===== src/rtl/cache_bus_arbiter.sv =====
// Round-robin arbiter for the shared cache refill/writeback bus. One requester owns the
// bus for a whole burst: address phase, every data beat and (for writes) the response.
module cache_bus_arbiter #(
  parameter int N_MASTER = 2,
  parameter int DATA_W   = 32,
  parameter int LEN_W    = 8
) (
  input  logic                       clk,
  input  logic                       rst,
  input  logic [N_MASTER-1:0]        m_req_valid_i,
  output logic [N_MASTER-1:0]        m_req_ready_o,
  input  logic [N_MASTER*32-1:0]     m_req_addr_i,
  input  logic [N_MASTER-1:0]        m_req_write_i,
  input  logic [N_MASTER*LEN_W-1:0]  m_req_len_i,
  input  logic [N_MASTER*DATA_W-1:0] m_wdata_i,
  input  logic [N_MASTER-1:0]        m_wdata_valid_i,
  output logic [N_MASTER-1:0]        m_wdata_ready_o,
  output logic [DATA_W-1:0]          m_rdata_o,
  output logic [N_MASTER-1:0]        m_rdata_valid_o,
  output logic                       m_rdata_last_o,
  output logic [N_MASTER-1:0]        m_wresp_valid_o,
  output logic                       s_req_valid_o,
  input  logic                       s_req_ready_i,
  output logic [31:0]                s_req_addr_o,
  output logic                       s_req_write_o,
  output logic [LEN_W-1:0]           s_req_len_o,
  output logic [DATA_W-1:0]          s_wdata_o,
  output logic                       s_wdata_valid_o,
  output logic                       s_wdata_last_o,
  input  logic                       s_wdata_ready_i,
  input  logic [DATA_W-1:0]          s_rdata_i,
  input  logic                       s_rdata_valid_i,
  input  logic                       s_rdata_last_i,
  input  logic                       s_wresp_valid_i,
  output logic [N_MASTER-1:0]        grant_o,
  output logic                       bus_busy_o
);

  localparam int IDX_W = (N_MASTER > 1) ? $clog2(N_MASTER) : 1;

  typedef enum logic [2:0] {IDLE, ADDR, WDATA, RDATA, WRESP} state_t;

  state_t              state_q, state_d;
  logic [N_MASTER-1:0] grant_q, grant_d;
  logic [IDX_W-1:0]    gidx_q, gidx_d;
  logic [IDX_W-1:0]    ptr_q, ptr_d;
  logic [LEN_W-1:0]    cnt_q, cnt_d;

  logic [IDX_W-1:0]    pick_idx;
  logic                pick_vld;
  logic [IDX_W-1:0]    gidx_inc;
  logic                sel_req_valid;
  logic [31:0]         sel_addr;
  logic                sel_write;
  logic [LEN_W-1:0]    sel_len;
  logic [DATA_W-1:0]   sel_wdata;
  logic                sel_wvalid;

  // Scan downwards so the lowest offset from the pointer is the last (winning) assignment.
  always_comb begin
    int               cand;
    logic [IDX_W-1:0] cand_idx;
    cand     = 0;
    cand_idx = '0;
    pick_idx = ptr_q;
    pick_vld = 1'b0;
    for (int i = N_MASTER - 1; i >= 0; i--) begin
      cand = int'(ptr_q) + i;
      if (cand >= N_MASTER) cand = cand - N_MASTER;
      cand_idx = IDX_W'(cand);
      if (m_req_valid_i[cand_idx]) begin
        pick_idx = cand_idx;
        pick_vld = 1'b1;
      end
    end
  end

  assign gidx_inc      = (int'(gidx_q) == N_MASTER - 1) ? '0 : gidx_q + 1'b1;
  assign sel_req_valid = m_req_valid_i[gidx_q];
  assign sel_addr      = m_req_addr_i[int'(gidx_q)*32 +: 32];
  assign sel_write     = m_req_write_i[gidx_q];
  assign sel_len       = m_req_len_i[int'(gidx_q)*LEN_W +: LEN_W];
  assign sel_wdata     = m_wdata_i[int'(gidx_q)*DATA_W +: DATA_W];
  assign sel_wvalid    = m_wdata_valid_i[gidx_q];

  assign m_rdata_o  = s_rdata_i;
  assign grant_o    = grant_q;
  assign bus_busy_o = (state_q != IDLE);

  always_ff @(posedge clk or posedge rst) begin
    if (rst) begin
      state_q <= IDLE;
      grant_q <= '0;
      gidx_q  <= '0;
      ptr_q   <= '0;
      cnt_q   <= '0;
    end else begin
      state_q <= state_d;
      grant_q <= grant_d;
      gidx_q  <= gidx_d;
      ptr_q   <= ptr_d;
      cnt_q   <= cnt_d;
    end
  end

  // Handshakes: a transfer happens on a rising edge where valid and ready are both high;
  // ready/valid toward a master is only ever driven on the bit of the current owner.
  always_comb begin
    state_d         = state_q;
    grant_d         = grant_q;
    gidx_d          = gidx_q;
    ptr_d           = ptr_q;
    cnt_d           = cnt_q;
    m_req_ready_o   = '0;
    m_wdata_ready_o = '0;
    m_rdata_valid_o = '0;
    m_rdata_last_o  = 1'b0;
    m_wresp_valid_o = '0;
    s_req_valid_o   = 1'b0;
    s_req_addr_o    = '0;
    s_req_write_o   = 1'b0;
    s_req_len_o     = '0;
    s_wdata_o       = '0;
    s_wdata_valid_o = 1'b0;
    s_wdata_last_o  = 1'b0;
    case (state_q)
      IDLE: begin
        if (pick_vld) begin
          gidx_d           = pick_idx;
          grant_d          = '0;
          grant_d[pick_idx] = 1'b1;
          state_d          = ADDR;
        end
      end
      ADDR: begin
        s_req_valid_o         = 1'b1;
        s_req_addr_o          = sel_addr;
        s_req_write_o         = sel_write;
        s_req_len_o           = sel_len;
        m_req_ready_o[gidx_q] = s_req_ready_i;
        if (s_req_ready_i) begin
          cnt_d   = sel_len;
          state_d = sel_write ? WDATA : RDATA;
        end
      end
      WDATA: begin
        s_wdata_o               = sel_wdata;
        s_wdata_valid_o         = sel_wvalid;
        s_wdata_last_o          = (cnt_q == '0);
        m_wdata_ready_o[gidx_q] = s_wdata_ready_i;
        if (sel_wvalid && s_wdata_ready_i) begin
          if (cnt_q == '0) state_d = WRESP;
          else             cnt_d   = cnt_q - 1'b1;
        end
      end
      RDATA: begin
        m_rdata_valid_o[gidx_q] = s_rdata_valid_i;
        m_rdata_last_o          = s_rdata_last_i;
        // The bridge's last flag ends the burst; the beat counter is not consulted here.
        if (s_rdata_valid_i && s_rdata_last_i) begin
          state_d = IDLE;
          grant_d = '0;
          ptr_d   = gidx_inc;
        end
      end
      WRESP: begin
        m_wresp_valid_o[gidx_q] = s_wresp_valid_i;
        if (s_wresp_valid_i) begin
          state_d = IDLE;
          grant_d = '0;
          ptr_d   = gidx_inc;
        end
      end
      default: state_d = IDLE;
    endcase
  end

  // A requester may not withdraw a request while its address phase is on the bus.
  a_req_held: assert property (@(posedge clk) disable iff (rst)
    (state_q == ADDR) |-> sel_req_valid);

endmodule


===== config.mk =====
export PLATFORM = sky130hd
export DESIGN_NAME = cache_bus_arbiter
export DESIGN_NICKNAME = d
export VERILOG_FILES = /design/src/rtl/cache_bus_arbiter.sv
export SDC_FILE = /design/constraint.sdc
export NUM_CORES = 1
export LEC_CHECK = 0
export CORE_AREA = 5 5 117 119
export CTS_CLUSTER_SIZE = 24
export DETAILED_ROUTE_END_ITERATION = 8
export DIE_AREA = 0 0 122 124
export PLACE_DENSITY_LB_ADDON = 0.25
export SLEW_MARGIN = 20
export SYNTH_ARGS = -nofsm -noshare
export SYNTH_HDL_FRONTEND = slang
export SYNTH_SLANG_ARGS = --single-unit

===== constraint.sdc =====
create_clock -name clk -period 1.8 [get_ports clk]
set_clock_uncertainty 0.1 [all_clocks]
set_input_delay 0.27 -clock clk [delete_from_list [all_inputs] [get_ports clk]]
set_output_delay 0.27 -clock clk [all_outputs]
set_load 0.05 [all_outputs]

==> results list, run 1 <==
- Status: complete, but fails checks
* Violated checks: negative setup slack
- Post-synth EDFFs: 0
* Min-Delay Path Class: in -> async
* Layout fillers: approximately 1100
- Startpoint type of the worst setup path: register
- For this block, the via count after detailed routing is 3386.
- Per-cell routed wire length: about 18 µm
- Number of unique standard cell types used by synthesis: 39
- Combinational family with the most area after synthesis: multiplexers
- Number of instances in the synthesized netlist: between 300 and 400
- The clock passes through at most 2 buffers.
- The multi-input combinational cells in the finished layout cover a total of approximately 2500 µm².
* Most common library cell in the layout ignoring fill and taps: sky130_fd_sc_hd__clkdlybuf4s50_1
- Headroom to the max-slew limit came out at 69.1%.
- Die height: 124 µm
- Dividing the final minimum period by the clock period gives 113%.
- By startpoint and endpoint, the worst setup path is classified as reg -> out.
- Total gr overflow: 0
- Of the total synthesized cell area, the portion taken by full adders, half adders and majority gates is under 10%.
- The region available for standard cell placement spans ~12000 µm².
- Delay of the slowest critical-path stage: 0.45 ns
- After synthesis, the share of flip-flops with an asynchronous set or reset is 100%.
- The count of nets left with antenna violations once routing finished came out at 0.
- Arr. time, crit path: between 1.5 and 2 ns
* CTS H-Tree Depth: 1
- Synthesis warning total: 0
- Number of max-slew violations in the final report: 0
* Cell Pwr Density: approximately 1700 nW/µm²
- Clock-pin slew was measured on the worst setup and hold paths at 0.05 ns.
- First-pass GRT wire length: between 15 and 20 mm
* Post-synthesis compound-gate area fraction: 10.2%
- The floorplan step defined a die boundary enclosing 15100 µm².
- The number of hold violations in the final report is 0.
* Source-to-sink clock delay at the later pin of the worst-skew pair: between 0.2 and 0.3 ns
* Diode count: 0
* Clock buffer count from CTS: 3
* Final TNS setup: -15.50 ns
- Clock Sink Count: 15
* Number of synthesized register bits: 15
- The worst path in the final design needs a cycle of 2.03 ns, including I/O delays and setup.
* Cell Chain, Critical Path: or3b_4 -> buf_12 -> buf_12 -> nor2_4 -> buf_8
- Maximum number of pins on one net before global-route repair: 28
- The tool flagged a number of max-cap violations equal to 0.
- Synthesized-area fraction occupied by xor and xnor cells: 0%
* Top cells by area in the synthesized netlist: sky130_fd_sc_hd__mux2i_1, sky130_fd_sc_hd__dfrtp_1, sky130_fd_sc_hd__nor2_1
* Post-detailed-placement half-perimeter wirelength: 10.8 mm
* Critical Path Fanout Max: 8
- Static leakage: 2.86 nW
- The mapped netlist covers 2370 µm².
- The die is ~120 µm wide.
- The most used flip-flop cell after synthesis is sky130_fd_sc_hd__dfrtp_1.
- Once the floorplan was initialized, standard cells occupied 19.0% of the core.
- Vias per cell: 4.47
- In this run the register-to-register setup slack is -0.13 ns.
* Gr usage total: about 16%
- The number of global-route vias before repair was 3637.
- Smallest setup slack after layout: -0.227 ns
- The routed design has roughly 14 mm of wire.
* Area of all sequential standard cells: ~380 µm²
- After synthesis, the mean cell area works out to 7.34 µm².
* Capture point of the critical path: s_req_addr_o[9]
- Actual transition at the worst max-transition pin: ~0.46 ns
- The tree is rooted in a sky130_fd_sc_hd__clkbuf_16.
- First-pass iteration count of the detailed router: 4
- TritonCTS built the clock tree.
* Total power after layout: around 12 mW
- Leaving out fill and tap cells, the most frequent cells in the layout are sky130_fd_sc_hd__clkdlybuf4s50_1, sky130_fd_sc_hd__nor2_4, sky130_fd_sc_hd__buf_12.
- Timing would allow up to 493 MHz.
- The slowest stage of the critical path belongs to the cell sky130_fd_sc_hd__or3b_4.
* Initial antenna violation count: 0
- Multiplexer cells account for around a third of the synthesized area.
- At the worst endpoint, the required time is roughly 1.4 ns.
- Final-stage net count: just under 800
- Area fraction in and, or, nand and nor cells after synthesis: ~24%
* Share of post-route cells with drive strength above 1: between 50% and 60%
- The worst register-to-register path has a depth of 8.
- Buffers inserted to repair hold after CTS numbered 0.
- The most numerous cell type found on the critical path is sky130_fd_sc_hd__buf_12.
- First element of the critical path: state_q[1]
- In this run the tool buffered the top-level ports with 244 buffer cells.
* Post-route DRC violation count: 0
* Element type at the critical path end: output port
* Launching point of the worst reg2reg path: cnt_q[1]
- IO Count: 309
* Peak supply drop: roughly 0.0011 V
* Leading area contributor after synthesis: sky130_fd_sc_hd__mux2i_1
- Compared with the post-synthesis result, the final layout area differs by 201%.
- Setup repair after global routing missed its margin: yes
- GPL Wtd Cong: roughly 0.86
* Std cell rows: between 40 and 50
- First-iteration detailed-routing DRC count: 80
* Synthesized net count: slightly above 500
- Summing the sequential cell areas from Yosys gives 15.8% of the chip area.
* Worst flop-to-flop path endpoint: cnt_q[6]
- Setup violations remaining at the end of the flow were counted as 93.
* Post-synth top area share: between 30% and 40%
-- power by group --
group | internal (mW) | leakage [nW] | total [mW] | switching [mW]
Clock | 0.301 | 0.0382 | 0.444 | 0.143
Combinational | 5.23 | 2.65 | 11.3 | 6.04
Sequential | 0.508 | 0.176 | 0.625 | 0.117
Total | 6.03 | 2.86 | 12.3 | 6.30
-- final cells by class --
| type | instances | share of cell area, % |
|---|---|---|
| well taps | 172 | 3.02 |
| repair buffers | 315 | 54.3 |
| multi-input cells | 244 | 35.6 |
| inverters | 7 | 0.597 |
| clock buffers | 4 | 1.11 |
| flip-flops and latches | 15 | 5.32 |
-- flip-flops by register name (all words and copies together) (netlist names) --
register,cells
ptr_q,1
grant_o,2
state_q,3
gidx_q,1
cnt_q,8
-- stage by stage --
step,std cells,utilization (%),worst slack [ns],hold slack (ns),instance area [µm²]
2_1_floorplan,323,-,-0.153,0.0715,3170
4_1_cts,745,54.3,-0.246,0.170,6760
3_5_place_dp,726,48.3,-0.149,0.392,6020
6_report,757,57.2,-0.227,0.156,7130
5_1_grt,757,57.2,-0.285,0.213,7130
3_3_place_gp,726,48.3,-0.0740,0.388,6020
-- how the worst min path moves through the flow --
stage | from | depth (start not counted) | slack [ns] | endpoint
5_1_grt | rst | 2 | 0.21 | grant_o[1]
4_1_cts | rst | 2 | 0.17 | grant_o[1]
3_3_place_gp | grant_o[1] | 1 | 0.39 | grant_o[1]
6_report | rst | 2 | 0.16 | grant_o[1]
3_5_place_dp | grant_o[0] | 1 | 0.39 | grant_o[0]
2_1_floorplan | rst | 1 | 0.07 | cnt_q[0]
-- layer usage --
layer / part of all wire [%] / vias up / global-route usage, %
met5: 0 / - / 0
met4: 1.8 / 0 / 3.78
met3: 7.0 / 28 / 3.13
met2: 56 / 141 / 32.3
met1: 35 / 1609 / 17.7
li1: - / 1608 / -
-- Yosys cell counts, drive strengths merged (2+ instances only) --
master,number
nor2,90
mux2i,76
buf,49
dfrtp,15
nand2,15
a21oi,12
clkbuf,8
inv,7
a31oi,5
nor3,4
o22a,4
and2,3
nand3,3
nor4,3
o211ai,3
or3b,3
a32o,2
and4,2
ha,2
o21ai,2
-- cells by family after synthesis --
kind of cell	after synthesis
AND/OR/NAND/NOR	131
multiplexers	77
buffers and inverters	64
AO/OA/AOI/OAI	34
flip-flops	15
adder cells (fa/ha/maj)	2
-- what timing repair did --
item,CTS,global route
gates cloned,3,5
resized for setup,110,42
setup endpoints to repair,90,97
pin swaps,18,20
buffers inserted,14,8
-- worst max-delay path: cells and delay by family, from the launching register on --
kind,cells,cell delay [ns]
flip-flops,1,0.38
buffers and inverters,3,0.46
AND/OR/NAND/NOR,2,0.55
No activity file was read; power rests on OpenSTA's default activity.
==> run 2, diff against run 1 <==
- PLACE_DENSITY: not set -> 0.66
- PLACE_DENSITY_LB_ADDON: 0.25 -> not set
==> results list, run 2 (same netlist as run 1, synthesis figures left out) <==
- The total global routing track utilization was 15.3% (-0.97 points).
* Largest reg by FF count: cnt_q
- Startpoint-to-endpoint class of the critical path: reg -> out
- GPL Wtd Cong: 0.872 (+1.4%)
- The sum of net half-perimeters after detailed placement was 10.5 mm (-2.9%).
* Final-stage net count: 773 (-0.51%)
* Clock tree from TritonCTS: yes
- Std cell rows: 41 (unchanged)
* Worst-case headroom to the max-slew limit: 74.1% (+4.9 points)
- The number of flip-flops in the largest register came to 8 (unchanged).
* Diode count: 0 (unchanged)
- The share of total power in combinational logic is 91.2% (about the same).
* First-pass GRT wire length: 18.8 mm (-4.6%)
- Arr. time, crit path: 1.68 ns (+0.02 ns)
- The vias per cell came to 4.51 (+0.89%).
* Worst endpoint required time: 1.43 ns (about the same)
- Overall routed net length: 14.1 mm (+1.1%)
- The number of hold violations in the final report was 0 (unchanged).
- The final reports fail on negative setup slack.
- The fraction of layout cells with a size suffix above 1 is 49.6% (-2.1 points).
- Total net switching power: 6.27 mW (-0.35%)
- The worst setup path is captured at an output port.
- Number of global-route vias before repair: 3514 (-3.4%)
- Relative to the synthesized area, the layout overhead comes to 198%.
* Master cell of the clock root buffer: sky130_fd_sc_hd__clkbuf_16
* Per-cell routed wire length: 18.7 µm (+1.7%)
* Standard cell core area: 12500 µm² (unchanged)
- Worst setup timing slack at the placement stage: -0.0882 ns (+0.0608 ns)
* Setup repair after global routing missed its margin: yes
* Total power after layout: 12.1 mW (-1.5%)
- Gate family responsible for the most delay along the worst path: simple AND/OR/NAND/NOR gates
- I/O Buffers: 244 (unchanged)
* Number of max-slew violations in the final report: 0 (unchanged)
* Min-Delay Path Class: in -> async
- CTS H-Tree Depth: 1 (unchanged)
- Clock power share: 3.6% (about the same)
- Startpoint type of the worst setup path: register
- Maximum root-to-sink buffer count: 2 (unchanged)
* Worst flop-to-flop path endpoint: cnt_q[2]
* First-pass iteration count of the detailed router: 4 (unchanged)
- Cell Pwr Density: 1720 nW/µm² (-0.79%)
- The die boundary height came to 124 µm (unchanged).
- Die area: 15100 µm² (unchanged)
* Antenna-violating nets left: 0 (unchanged)
- Maximum number of pins on one net before global-route repair: 37 (+32%)
- The die width is 122 µm (unchanged).
- Buffering stage count on the worst path with inverters included: 2 (-1)
- Switching share of total power: 51.7% (+0.60 points)
- Register clock-pin slew on the reported worst setup and hold paths: 0.05 ns (about the same)
* Portion of the clock cycle consumed by the worst path in the final layout: 114% (+1.2 points)
* Most common library cell in the layout ignoring fill and taps: sky130_fd_sc_hd__clkdlybuf4s50_1
* Static leakage: 2.86 nW (-0.19%)
- Highest-count cells in the layout ignoring fill and taps: sky130_fd_sc_hd__clkdlybuf4s50_1, sky130_fd_sc_hd__nor2_4, sky130_fd_sc_hd__mux2i_1
- Critical Path Fanout Max: 8 (unchanged)
* Clock buffer count from CTS: 3 (unchanged)
- Source-to-sink clock delay at the later pin of the worst-skew pair: 0.24 ns (about the same)
- IO Count: 309 (unchanged)
* Number of placed cells counting well taps: 725 (-0.14%)
- The starting utilization of the core area was 19.0% (unchanged).
- The post-route non-filler standard cell count is 753 (-0.53%).
- The count of clock tree sinks was 15 (unchanged).
- The number of endpoints failing setup at the final stage was 90 (-3.2%).
- The highest achievable clock rate was 488 MHz (-1.1%).
* Launching point of the worst reg2reg path: state_q[2]
- Sequential cell fraction of total power: 5.2% (about the same)
- Status: complete, but fails checks
- Initial antenna violation count: 0 (unchanged)
- The slack of the critical path was -0.249 ns (-0.0224 ns).
* Total gr overflow: 0 (unchanged)
* Peak supply drop: 0.00155 V (+37%)
- Worst reg-to-reg setup slack: -0.08 ns (+0.05 ns)
- The DRC violation count after routing came to 0 (unchanged).
- The total vias in the final route is 3398 (+0.35%).
* Master of the slowest instance on the critical path: sky130_fd_sc_hd__or3b_4
- The worst reg-to-reg path cell count is 6 (-2).
- The total of max-cap violations was 0 (unchanged).
* First-iteration detailed-routing DRC count: 112 (+40%)
* Int Pwr: 5.87 mW (-2.7%)
* Delay of the slowest critical-path stage: 0.55 ns (+0.10 ns)
* Hold-fix buffers at CTS: 0 (unchanged)
- Post-layout minimum cycle time: 2.05 ns (+0.0224 ns)
- The signal on the critical path passes through or3b_4 -> clkbuf_16 -> nor2_4 -> buf_6.
- Actual transition at the worst max-transition pin: 0.385 ns (-0.0735 ns)
==> run 2: worst max path at each step <==
stage	to	from	slack, ns	cells past startpoint
after floorplan	s_wdata_o[10]	state_q[2]	-0.15	6
after detailed placement	cnt_q[2]	s_wdata_ready_i	-0.09	6
after global routing	s_req_addr_o[17]	state_q[2]	-0.28	4
after CTS	s_req_addr_o[31]	state_q[1]	-0.24	4
final	s_req_addr_o[17]	state_q[2]	-0.25	4
after global placement	cnt_q[3]	s_wdata_ready_i	-0.08	7
==> run 2: cell type report <==
class | count | area, µm²
multi-input cells | 244 | 2570
clock buffers | 4 | 78.8
repair buffers | 311 | 3800
well taps | 172 | 215
flip-flops and latches | 15 | 379
inverters | 7 | 37.5
fillers | 1041 | 5390
==> run 2: stage by stage <==
stage                     area (µm²)  util (%)  hold slack, ns  TNS [ns]
after global placement          5990      48.1           0.392    -0.436
final                           7080      56.8           0.169    -15.67
after floorplan                 3170         -          0.0715     -5.20
after global routing            7080      56.8           0.209    -19.90
after detailed placement        5990      48.1           0.387    -0.480
after CTS                       6510      52.2           0.176    -16.00
==> run 2: what timing repair did <==
action,CTS,global route
hold endpoints to repair,0,0
resized for setup,87,60
setup endpoints to repair,89,98
pin swaps,16,23
setup buffers,10,7
cloned,1,9
==> run 2: worst register-to-register path, delay by kind of cell, from the launching register on <==
family	cells	cell delay (ns)
AND/OR/NAND/NOR	3	0.81
flip-flops	1	0.39
AO/OA/AOI/OAI	1	0.21
buffers and inverters	2	0.27
==> run 2: power by group through the flow <==
stage	registers (mW)	logic, mW	clock network [mW]
global route	0.649	11.5	0.458
global placement	0.633	8.89	0
floorplan	0.682	6.23	0
CTS	0.650	9.87	0.440
detailed placement	0.641	8.98	0
finish	0.631	11.1	0.438
==> run 2: per-layer routing <==
layer / GRT usage [%] / vias to the layer above / routed length (µm)
li1: - / 1603 / -
met1: 17.0 / 1611 / 5010
met2: 29.8 / 150 / 7710
met3: 3.77 / 34 / 1070
met4: 2.38 / 0 / 264
met5: 0 / - / 0
==> RTL change (settings of run 1) <==
`LEN_W`: 8 -> 16.
--- a/src/rtl/cache_bus_arbiter.sv
+++ b/src/rtl/cache_bus_arbiter.sv
@@ -3,7 +3,7 @@
 module cache_bus_arbiter #(
   parameter int N_MASTER = 2,
   parameter int DATA_W   = 32,
-  parameter int LEN_W    = 8
+  parameter int LEN_W    = 16
 ) (
   input  logic                       clk,
   input  logic                       rst,
Ports: changed (resized m_req_len_i and s_req_len_o); port bits go from 309 to 333. No check against the original RTL was run, so the function may have changed too.
==> RTL change against run 1 <==
Sequential cell count up 8; cell area up 41%; area after synthesis up 28%; wire length up 67%; largest power group unchanged; die area unchanged; critical endpoint is now cnt_q[10]; total power up 48%; the flow still finishes with violations (setup timing); via count up 43%; sequential power up 68%; worst setup slack worse by 0.33 ns.
==> RTL change: results (changes against run 1) <==
clock buffer depth - 2 (unchanged)
max FFs per register - 16 (+8)
worst-path fanout max - 5 (-3)
Nets - 969 (+25%)
fill count - 642 (-40%)
total track usage - 26.06% (+9.8 points)
antenna violations before repair - 0 (unchanged)
Worst-Skew Late Latency - 0.27 ns (+0.02 ns)
first-pass GRT wire length - 30430 um (+54%)
total CTS buffers - 3 (unchanged)
Slew HR - 66.76% (-2.4 points)
Hold Crit Class - in2async
Synth cell types - 46 (+18%)
max incr delay on CP - 0.39 ns (-0.06 ns)
sequential cell area fraction in the yosys report - 18.91% (+3.1 points)
H-Tree Depth - 1 (unchanged)
top cells by area, synth - mux2i_1, dfrtp_1, nor2_1
leakage power - 3.801 nW (+33%)
peak supply drop - 904.7 uV (-20%)
Final WS setup - -0.5529 ns (-0.3262 ns)
post-synth top area cell - mux2i_1
vias per inst - 5.170 (+16%)
Worst path slowest cell - dfrtp_1
Syn Nets - 619 (+20%)
Port Buffers - 268 (+9.8%)
Clock transition at path regs - 0.07 ns (+0.02 ns)
share of post-route cells with drive strength above 1 - 59.71% (+8.1 points)
DR pass1 iterations - 5 (+1)
status - finished with violations
largest net degree at the start of global routing - 37 (+32%)
critical path arrival - 2.40 ns (+0.74 ns)
DP Wirelength - 14530 um (+34%)
failing checks - setup timing
setup TNS - -34.89 ns (-19.39 ns)
final setup vio count - 110 (+18%)
GPL Wtd Cong - 0.8525 (-0.81%)
Post-synth top cells - nor2_1, mux2i_1, buf_4, nand2_1, dfrtp_1
Most flops, register - cnt_q
Ys Warns - 0 (unchanged)
DRT iter0 DRCs - 399 (+400%)
Switching Fraction - 47.96% (-3.1 points)
vias in the first global route - 5104 (+40%)
Top FF cell, synth - dfrtp_1
Ant. Diodes - 0 (unchanged)
clock root buffer - clkbuf_16
WL per Instance - 24.91 um (+36%)
fraction of registers with async set/reset - 100.0% (unchanged)
Top Family by Delay on Critical Path - simple AND/OR/NAND/NOR gates
## RTL change: cell types whose count changed in the layout (fill, tap and decap cells not counted), moves of 12 or more
cell and change:
clkdlybuf4s50_1 +16, nand2_1 +12, buf_4 +30, mux2i_1 -41, mux2i_4 +48, buf_6 -14, buf_12 +56
## RTL change: worst paths after layout
kind                       startpoint    endpoint  slack, ns  depth (start not counted)
max                          cnt_q[1]   cnt_q[10]      -0.55                         10
max in group asynchronous         rst    cnt_q[5]       0.91                          3
min reg2reg                 cnt_q[14]   cnt_q[14]       0.42                          1
min                               rst  grant_o[0]       0.15                          2
min in group clk            cnt_q[14]   cnt_q[14]       0.42                          1
max reg2reg                  cnt_q[1]   cnt_q[10]      -0.55                         10
## RTL change: power groups by stage
stage | Clock, mW | Combinational, mW | Sequential, mW
final | 0.511 | 16.7 | 1.05
after global routing | 0.542 | 17.2 | 1.08
after CTS | 0.498 | 15.5 | 1.02
after detailed placement | 0 | 12.5 | 1.00
after global placement | 0 | 12.3 | 0.979
after floorplan | 0 | 7.21 | 1.01
## RTL change: area by class of cell
class                      instances  share of cell area (%)
sequential                        23                   5.775
clock inverter                     1                 0.04989
multi-input combinational        320                   38.13
tap                              172                   2.145
clock buffer                       3                  0.7483
inverter                           8                  0.3367
timing repair buffer             407                   52.82
## RTL change: kinds of logic after synthesis
logic type	synth area share (%)
AOI/OAI and AO/OA	12.54
and+or+nand+nor	26.85
adders and majority gates	0.4111
DFF	18.91
muxes	27.71
buffers and inverters	13.57
## RTL change: metrics by stage
stage | setup slack [ns] | utilization [%] | instance area, um2 | std cells
finish | -0.5529 | 80.48 | 10030 | 934
global route | -0.5981 | 80.48 | 10030 | 934
CTS | -0.4734 | 75.68 | 9434 | 927
detailed placement | -0.4446 | 63.59 | 7926 | 881
global placement | -0.3776 | 63.59 | 7926 | 881
floorplan | -0.4112 | - | 3862 | 413
## RTL change: what timing repair did
action                                  in CTS  in global routing
endpoints found under the setup margin     110                113
buffers inserted                            31                 25
hold buffers                                 0                  0
pin swaps                                   52                 65
gates resized for setup                    161                133
cloned                                      15                  2
## RTL change: routing by layer
layer	part of all wire (%)	vias up	wire length [um]	global-route usage, %
met1	34	2350	7878	27.56
met5	0	-	0	0
li1	-	2130	-	-
met2	54	284	12450	50.28
met4	4.2	0	971	8.193
met3	8.5	65	1968	6.767
